[config.mk]
export PLATFORM = sky130hd
export DESIGN_NAME = hpdcache_repl_ctrl
export DESIGN_NICKNAME = d
export VERILOG_FILES = /design/src/rtl/hpdcache_repl_pkg.sv /design/src/rtl/hpdcache_rr_arbiter.sv /design/src/rtl/hpdcache_repl_ctrl.sv
export SDC_FILE = /design/constraint.sdc
export NUM_CORES = 1
export LEC_CHECK = 0
export BUFFER_PORTS_ARGS = -buffer_cell sky130_fd_sc_hd__buf_4
export CORE_ASPECT_RATIO = 1.4
export CORE_MARGIN = 2
export CORE_UTILIZATION = 42
export CTS_CLUSTER_DIAMETER = 200
export CTS_CLUSTER_SIZE = 25
export DETAILED_ROUTE_END_ITERATION = 6
export PLACE_DENSITY = 0.85
export SYNTH_ARGS = -nofsm -noshare
export SYNTH_HDL_FRONTEND = slang
export SYNTH_SLANG_ARGS = --single-unit
[constraint.sdc]
create_clock -name clk_i -period 3.6 [get_ports clk_i]
set_clock_uncertainty 0.1 [all_clocks]
set_input_delay 0.36 -clock clk_i [delete_from_list [all_inputs] [get_ports clk_i]]
set_output_delay 0.36 -clock clk_i [all_outputs]
set_load 0.05 [all_outputs]
[src/rtl/hpdcache_repl_pkg.sv]
// Shared types for the replacement controller: FSM states, set/way vectors, index-width helper.
// Latency: n/a (types and constants only).
// Backpressure: n/a.
package hpdcache_repl_pkg;

  localparam int unsigned HPDCACHE_SETS  = 64;
  localparam int unsigned HPDCACHE_WAYS  = 4;
  localparam int unsigned HPDCACHE_SET_W = $clog2(HPDCACHE_SETS);

  typedef logic [HPDCACHE_SET_W-1:0] set_t;
  typedef logic [HPDCACHE_WAYS-1:0]  way_vector_t;

  typedef enum logic [1:0] {
    REPL_IDLE   = 2'd0,
    REPL_LOOKUP = 2'd1,
    REPL_EVICT  = 2'd2,
    REPL_RESP   = 2'd3
  } repl_state_e;

  // Index width for n items, never below one bit.
  function automatic int unsigned idx_width(input int unsigned n);
    return (n > 1) ? $clog2(n) : 1;
  endfunction

endpackage

[src/rtl/hpdcache_rr_arbiter.sv]
// Round-robin arbiter: one-hot grant among N requesters, pointer starts at requester 0.
// Latency: grant is combinational; pointer moves on the cycle advance_i is high.
// Backpressure: none; pointer holds until the grant is consumed via advance_i.
module hpdcache_rr_arbiter
  import hpdcache_repl_pkg::*;
#(
  parameter  int unsigned N  = 2,
  localparam int unsigned IW = idx_width(N)
) (
  input  logic          clk_i,
  input  logic          rst_i,
  input  logic [N-1:0]  req_i,
  input  logic          advance_i,
  output logic [N-1:0]  gnt_o,
  output logic [IW-1:0] gnt_idx_o
);

  logic [IW-1:0] r_ptr;
  logic [IW-1:0] w_idx;
  logic          w_found;

  // Scan requesters starting at the pointer; first active one wins.
  always_comb begin
    gnt_o     = '0;
    gnt_idx_o = '0;
    w_found   = 1'b0;
    w_idx     = '0;
    for (int k = 0; k < int'(N); k++) begin
      w_idx = IW'((int'(r_ptr) + k) % int'(N));
      if (!w_found && req_i[w_idx]) begin
        gnt_o[w_idx] = 1'b1;
        gnt_idx_o    = w_idx;
        w_found      = 1'b1;
      end
    end
  end

  // Pointer moves to the requester after the one just granted.
  always_ff @(posedge clk_i) begin
    if (rst_i) begin
      r_ptr <= '0;
    end else if (advance_i && w_found) begin
      r_ptr <= (int'(gnt_idx_o) == int'(N) - 1) ? '0 : gnt_idx_o + IW'(1);
    end
  end

endmodule

[src/rtl/hpdcache_repl_ctrl.sv]
// Allocation controller: arbitrates requesters, reads the directory, picks a victim, evicts dirty lines, responds.
// Latency: grant->rsp_valid_o is 2 cycles clean, 3 cycles plus evict_ready_i stall for a dirty victim.
// Backpressure: one allocation in flight; evict_valid_o/rsp_valid_o hold until accepted, no grant meanwhile.
module hpdcache_repl_ctrl
  import hpdcache_repl_pkg::*;
#(
  parameter  int unsigned SETS = HPDCACHE_SETS,
  parameter  int unsigned WAYS = HPDCACHE_WAYS,
  parameter  int unsigned REQS = 2,
  localparam int unsigned SW   = $clog2(SETS),
  localparam int unsigned RW   = idx_width(REQS)
) (
  input  logic              clk_i,
  input  logic              rst_i,
  input  logic [REQS-1:0]   req_valid_i,
  output logic [REQS-1:0]   req_ready_o,
  input  logic [REQS*SW-1:0] req_set_i,
  output logic              dir_rd_o,
  output logic [SW-1:0]     dir_rd_set_o,
  input  logic [WAYS-1:0]   dir_valid_i,
  input  logic [WAYS-1:0]   dir_wb_i,
  input  logic [WAYS-1:0]   dir_dirty_i,
  output logic [WAYS-1:0]   sel_dir_valid_o,
  output logic [WAYS-1:0]   sel_dir_wb_o,
  output logic [WAYS-1:0]   sel_dir_dirty_o,
  output logic [SW-1:0]     sel_set_o,
  input  logic [WAYS-1:0]   sel_victim_way_i,
  output logic              repl_o,
  output logic [SW-1:0]     repl_set_o,
  output logic [WAYS-1:0]   repl_way_o,
  output logic              evict_valid_o,
  input  logic              evict_ready_i,
  output logic [SW-1:0]     evict_set_o,
  output logic [WAYS-1:0]   evict_way_o,
  output logic              rsp_valid_o,
  input  logic              rsp_ready_i,
  output logic [RW-1:0]     rsp_id_o,
  output logic [WAYS-1:0]   rsp_way_o,
  output logic              rsp_err_o
);

  repl_state_e     r_state;
  repl_state_e     w_state_nxt;
  logic [SW-1:0]   r_set;
  logic [RW-1:0]   r_id;
  logic [WAYS-1:0] r_way;
  logic            r_err;

  logic            w_grant;
  logic [REQS-1:0] w_gnt;
  logic [RW-1:0]   w_gnt_idx;
  logic [SW-1:0]   w_req_set;
  logic            w_victim_any;
  logic            w_victim_dirty;

  // A grant is only issued from IDLE and never while reset is held.
  assign w_grant        = (r_state == REPL_IDLE) && (|req_valid_i) && !rst_i;
  assign w_req_set      = req_set_i[int'(w_gnt_idx)*int'(SW) +: SW];
  assign w_victim_any   = |sel_victim_way_i;
  // Only a valid line that is also dirty needs a write-back.
  assign w_victim_dirty = |(sel_victim_way_i & dir_valid_i & dir_dirty_i);

  hpdcache_rr_arbiter #(
    .N (REQS)
  ) u_arb (
    .clk_i     (clk_i),
    .rst_i     (rst_i),
    .req_i     (req_valid_i),
    .advance_i (w_grant),
    .gnt_o     (w_gnt),
    .gnt_idx_o (w_gnt_idx)
  );

  // Next-state and output decode; everything forced to 0 while reset is held.
  always_comb begin
    w_state_nxt     = r_state;
    req_ready_o     = '0;
    dir_rd_o        = 1'b0;
    dir_rd_set_o    = '0;
    sel_dir_valid_o = '0;
    sel_dir_wb_o    = '0;
    sel_dir_dirty_o = '0;
    sel_set_o       = '0;
    repl_o          = 1'b0;
    repl_set_o      = '0;
    repl_way_o      = '0;
    evict_valid_o   = 1'b0;
    evict_set_o     = '0;
    evict_way_o     = '0;
    rsp_valid_o     = 1'b0;
    rsp_id_o        = '0;
    rsp_way_o       = '0;
    rsp_err_o       = 1'b0;
    if (!rst_i) begin
      case (r_state)
        REPL_IDLE: begin
          if (w_grant) begin
            req_ready_o  = w_gnt;
            dir_rd_o     = 1'b1;
            dir_rd_set_o = w_req_set;
            w_state_nxt  = REPL_LOOKUP;
          end
        end
        REPL_LOOKUP: begin
          sel_dir_valid_o = dir_valid_i;
          sel_dir_wb_o    = dir_wb_i;
          sel_dir_dirty_o = dir_dirty_i;
          sel_set_o       = r_set;
          if (w_victim_any) begin
            repl_o     = 1'b1;
            repl_set_o = r_set;
            repl_way_o = sel_victim_way_i;
          end
          w_state_nxt = (w_victim_any && w_victim_dirty) ? REPL_EVICT : REPL_RESP;
        end
        REPL_EVICT: begin
          evict_valid_o = 1'b1;
          evict_set_o   = r_set;
          evict_way_o   = r_way;
          if (evict_ready_i) w_state_nxt = REPL_RESP;
        end
        REPL_RESP: begin
          rsp_valid_o = 1'b1;
          rsp_id_o    = r_id;
          rsp_way_o   = r_way;
          rsp_err_o   = r_err;
          if (rsp_ready_i) w_state_nxt = REPL_IDLE;
        end
        default: w_state_nxt = REPL_IDLE;
      endcase
    end
  end

  // State register plus transaction latches (requester, set, victim, error).
  always_ff @(posedge clk_i) begin
    if (rst_i) begin
      r_state <= REPL_IDLE;
      r_set   <= '0;
      r_id    <= '0;
      r_way   <= '0;
      r_err   <= 1'b0;
    end else begin
      r_state <= w_state_nxt;
      if (w_grant) begin
        r_id  <= w_gnt_idx;
        r_set <= w_req_set;
      end
      if (r_state == REPL_LOOKUP) begin
        r_way <= sel_victim_way_i;
        r_err <= !w_victim_any;
      end
    end
  end

endmodule

# --- After elaboration in Yosys (flattened, before gate mapping) ---
# Cells that the tools add are included.
op_classes:
  mul: 1
  shift: 1
  n_reduce_logical: 15
  order_cmp: 4
  n_bitwise: 3
  n_eq_ne: 6
  addsub: 2
  muxes: 60
ops:
  columns: ["operator", "n"]
  rows:
  - ["$mux 6", 10]
  - ["$mux 4", 13]
  - ["$mux 1", 26]
  - ["$mux 2", 8]
  - ["$shiftx 12x5->6", 1]
  - ["$and 4x4->4", 2]
  - ["$pmux 2 s4", 1]
  - ["$reduce_or 4->1", 2]
  - ["$logic_and 1x1->1", 7]
  - ["$eq 2x2->1 const B", 2]
  - ["$lt 1x2->1 const B", 2]
  - ["$ne 2x2->1 const B", 2]
  - ["$logic_not 1->1", 3]
  - ["$mul 1x2->3 const B", 1]
  - ["$reduce_and 3->1", 1]
  - ["$add 1x1->1 const B", 2]
  - ["$demux 1 s1", 2]
  - ["$eq 2x1->1 const B", 1]
  - ["$ge 1x1->1 const B", 2]
  - ["$logic_not 2->1", 1]
  - ["$ne 2x1->1 const B", 1]
  - ["$or 2x2->2", 1]
  - ["$reduce_or 2->1", 1]
totals:
  output_inout_bits: 56
  register_bits: 15
  inputBits: 34
  elab_cells: 98

# --- Longest topological paths before layout ---
depth:
  depth_word: 11
  mapped_depth: 7
  mapped_depth_nobuf: 7

# --- Modules after synthesis ---
# Synthesis repeated with hierarchy kept, for this count alone.
unflattened:
  cells_unflattened: 137
  hier_area_um2: 1178.6
modules_own_cells:
  columns: ["mod", "seq_area_each_um2", "area_each_um2", "instances", "cells_each"]
  rows:
  - ["hpdcache_repl_ctrl", 280.3, 1106.1, 1, 129]
  - ["hpdcache_rr_arbiter", 20.0, 72.6, 1, 8]

# --- Worst setup path before layout ---
# No wires, ideal clock.
synth_timing:
  kind: "reg-to-output"
  startpoint: "register r_state[0]"
  endpoint: "output port rsp_err_o"
  slack_ns: 1.197
  stages_incl_launch_ff: 4
  path_buffers: 0
  required_ns: 3.140
  arrival_time_ns: 1.943
  path_cell_list: "dfxtp_1 -> ha_1 -> nor2b_1 -> and2_1"
synth_between:
  elab_chain_cells: 3
synth_rtl:
  columns: ["item", "line_no", "source"]
  rows:
  - ["from (decl)", "hpdcache_repl_ctrl.sv:42", "repl_state_e r_state;"]
  - ["from (signal assigned)", "hpdcache_repl_ctrl.sv:143", "r_state <= w_state_nxt;"]
  - ["$eq 2x2->1", "hpdcache_repl_ctrl.sv:95", "case (r_state)"]
  - ["$mux 1", "hpdcache_repl_ctrl.sv:95", null]
  - ["$mux 1", "hpdcache_repl_ctrl.sv:94", "if (!rst_i) begin"]
  - ["to (decl)", "hpdcache_repl_ctrl.sv:39", "output logic rsp_err_o"]
# Every way passes these cells.

# --- Worst setup path in the final report ---
layout_timing:
  startpoint: "register r_state[1]"
  endpoint: "output port repl_set_o[2]"
layout_between:
  elab_chain_cells: 3
layout_rtl:
  columns: ["item", "line_no", "source"]
  rows:
  - ["$eq 2x1->1", "hpdcache_repl_ctrl.sv:95", null]
  - ["$mux 6", "hpdcache_repl_ctrl.sv:95", null]
  - ["$mux 6", "hpdcache_repl_ctrl.sv:94", null]
  - ["to (decl)", "hpdcache_repl_ctrl.sv:29", "output logic [SW-1:0] repl_set_o,"]
# Every way passes these cells.

==> flow_metrics.env <==
export IMPL_cp_required_ns=3.14
export IMPL_whs_path_depth=3
export IMPL_synthArstFlopShare_pct=0
export IMPL_io_pins=90
export IMPL_antenna_found_initial=0
export IMPL_grt_pass1_wl_um=4600
export IMPL_crit_fanout=23
export IMPL_fin_cells=266
export IMPL_tns_ns=0
export IMPL_htree_levels=1
export IMPL_power_static_leakage_uw=0.000970
export IMPL_fin_nets=270
export IMPL_wl_per_cell_um=11.3
export IMPL_utilization_pct=70.6
export IMPL_syn_nets=182
export IMPL_routed_wl_um=3000
export IMPL_fin_crit_ns=2.72
export IMPL_dpl_hpwl_um=2510
export IMPL_synth_ff_type="dfxtp_1"
export IMPL_cts_sinks=15
export IMPL_yosys_warnings=0
export IMPL_dr_total_vias=1243
export IMPL_cts_tree="built"
export IMPL_fillers=250
export IMPL_diodes=0
export IMPL_synthesis_area_mm2=0.00113
export IMPL_setup_violations=0
export IMPL_initial_core_util_pct=43.7
export IMPL_synth_top_area_cell="dfxtp_1"
export IMPL_ant_nets=0
export IMPL_status="completed"
export IMPL_holdBufCountCts=0
export IMPL_dr_pass1_iters=2
export IMPL_core_area_mm2=0.00259
export IMPL_cts_resized=0
export IMPL_r2r_cells=7
export IMPL_multiInputGateArea_um2=762
export IMPL_worst_slew_pin_slew_ns=0.583
export IMPL_drv_cap=0
export IMPL_path_class="reg -> out"
export IMPL_power_density_mw_per_mm2=542
export IMPL_cp_start_kind="flip-flop"
export IMPL_synth_top_cell_area_share_pct=26.6
export IMPL_drt_initial_drc_count=3
export IMPL_end_kind="output port"
export IMPL_synth_seq_cells=15
export IMPL_grt_total_usage_pct=19.9
export IMPL_rsz0062_at_grt="no"
export IMPL_worstPathArrival_ns=2.26
export IMPL_fmax_mhz=367
export IMPL_cts_buffers=3
export IMPL_post_cts_buffers=0
export IMPL_die_y_um=65.4
export IMPL_clock_latency_ns=0.28
export IMPL_portBuffers=89
export IMPL_r2r_end="r_set[5]"
export IMPL_hold_viol=0
export IMPL_min_period_over_period_pct=75.6
export IMPL_final_common_cell="buf_4"
export IMPL_avgSynthCellArea_um2=7.90
export IMPL_holdPathEnd="r_way[3]"
export IMPL_path_clk_slew_ns=0.08
export IMPL_drive_gt1_share_pct=45.7
export IMPL_gp_congestion=0.813
export IMPL_num_rows=22
export IMPL_postSynthCellCount=143
export IMPL_grt_pass1_vias=1139
export IMPL_min_path_type="in -> reg"
export IMPL_p_total_uw=991
export IMPL_layout_common_cells="buf_4 (89), and2_1 (45), dfxtp_1 (15)"
export IMPL_die_w_um=47.8
export IMPL_dp_cells=262
export IMPL_grt_max_degree=24
export IMPL_ys_seq_area_share_pct=26.6
export IMPL_reg2reg_from="r_state[0]"
export IMPL_hold_start="sel_victim_way_i[3]"
export IMPL_register_area_um2=300
export IMPL_reg2reg_setup_slack_ns=1.94
export IMPL_cts_root_buf="clkbuf_4"
export IMPL_clockBufferDepth=2
export IMPL_drc_errors=0
export IMPL_synth_edf_count=0
export IMPL_ys_top_cells_by_area="dfxtp_1 (27%), and2_1 (25%), mux2i_1 (8.9%), ha_1 (5.5%), o21ai_2 (3.9%)"
export IMPL_gr_total_overflow=0
export IMPL_maxSlewViolCount=0
export IMPL_max_slew_margin_pct=61.0
export IMPL_routed_via_density=4.67
export IMPL_synth_cell_types=33
export IMPL_peakVddDrop_uv=336
export IMPL_area_growth_pct=61.8
export IMPL_hold_ws_ns=0.240
export IMPL_die_area_mm2=0.00313
[cells by family after synthesis]
kind of cell	after synthesis	share of synthesized area [%]
DFF	15	26.6
adders and majority gates	5	5.54
buffers and inverters	13	5.98
muxes	10	8.86
and+or+nand+nor	78	39.6
AOI/OAI and AO/OA	22	13.4
[registers in the layout (all words and copies together), names as in the netlist]
signal	cells
r_set	6
r_id	1
r_err	1
r_way	4
r_state	2
u_arb.r_ptr	1
[through the flow]
step	area [um2]	setup WS (ns)
after floorplan	1130	1.20
after global placement	1800	1.22
after detailed placement	1800	1.18
after CTS	1830	0.847
after global routing	1830	0.705
final	1830	0.879
[cells in the mapped netlist (all sizes together) (2+ instances only)]
cell type  number
nand2           9
o21ai           8
and2b           3
clkbuf          3
nand3           3
dfxtp          15
a21oi           6
ha              5
and3            2
mux2i          10
a31oi           3
and2           45
a21o            2
nor2           11
buf             3
inv             7
nor2b           2
[how the worst max path moves through the flow]
stage,from,end,slack (ns),cells past startpoint
final,r_state[1],repl_set_o[2],0.88,6
after global routing,r_state[1],repl_set_o[4],0.70,6
after CTS,r_state[1],repl_set_o[5],0.85,6
after detailed placement,r_state[1],repl_set_o[3],1.18,6
after global placement,r_state[1],repl_set_o[2],1.22,6
after floorplan,r_state[0],rsp_err_o,1.20,3
[power breakdown]
group	internal, uW	leakage, uW	switching [uW]	total, uW
sequential	212	0.000123	35.3	247
clock	43.1	0.0000150	50.5	93.5
combinational	228	0.000831	422	650
total	482	0.000970	508	991
[metal layers]
layer | part of all wire [%] | vias to the layer above | global-route usage (%)
li1 | - | 641 | -
met1 | 35 | 528 | 19.9
met4 | 1.7 | 0 | 11.1
met5 | 0 | - | 0
met3 | 13 | 4 | 4.12
met2 | 50 | 70 | 35.2
[layout make-up]
class	count	share of cell area (%)
multi-input combinational	115	41.7
timing repair buffer	89	36.6
sequential	15	16.4
tap	36	2.46
clock buffer	4	1.44
inverter	7	1.44
[critical path, stage by stage, from the launching register on]
cell	delay [ns]
dfxtp_1	0.34
inv_1	0.12
ha_1	0.38
and2b_1	0.52
and2b_4	0.29
and2_1	0.14
buf_4	0.19
(Power assumes the default switching activity.)
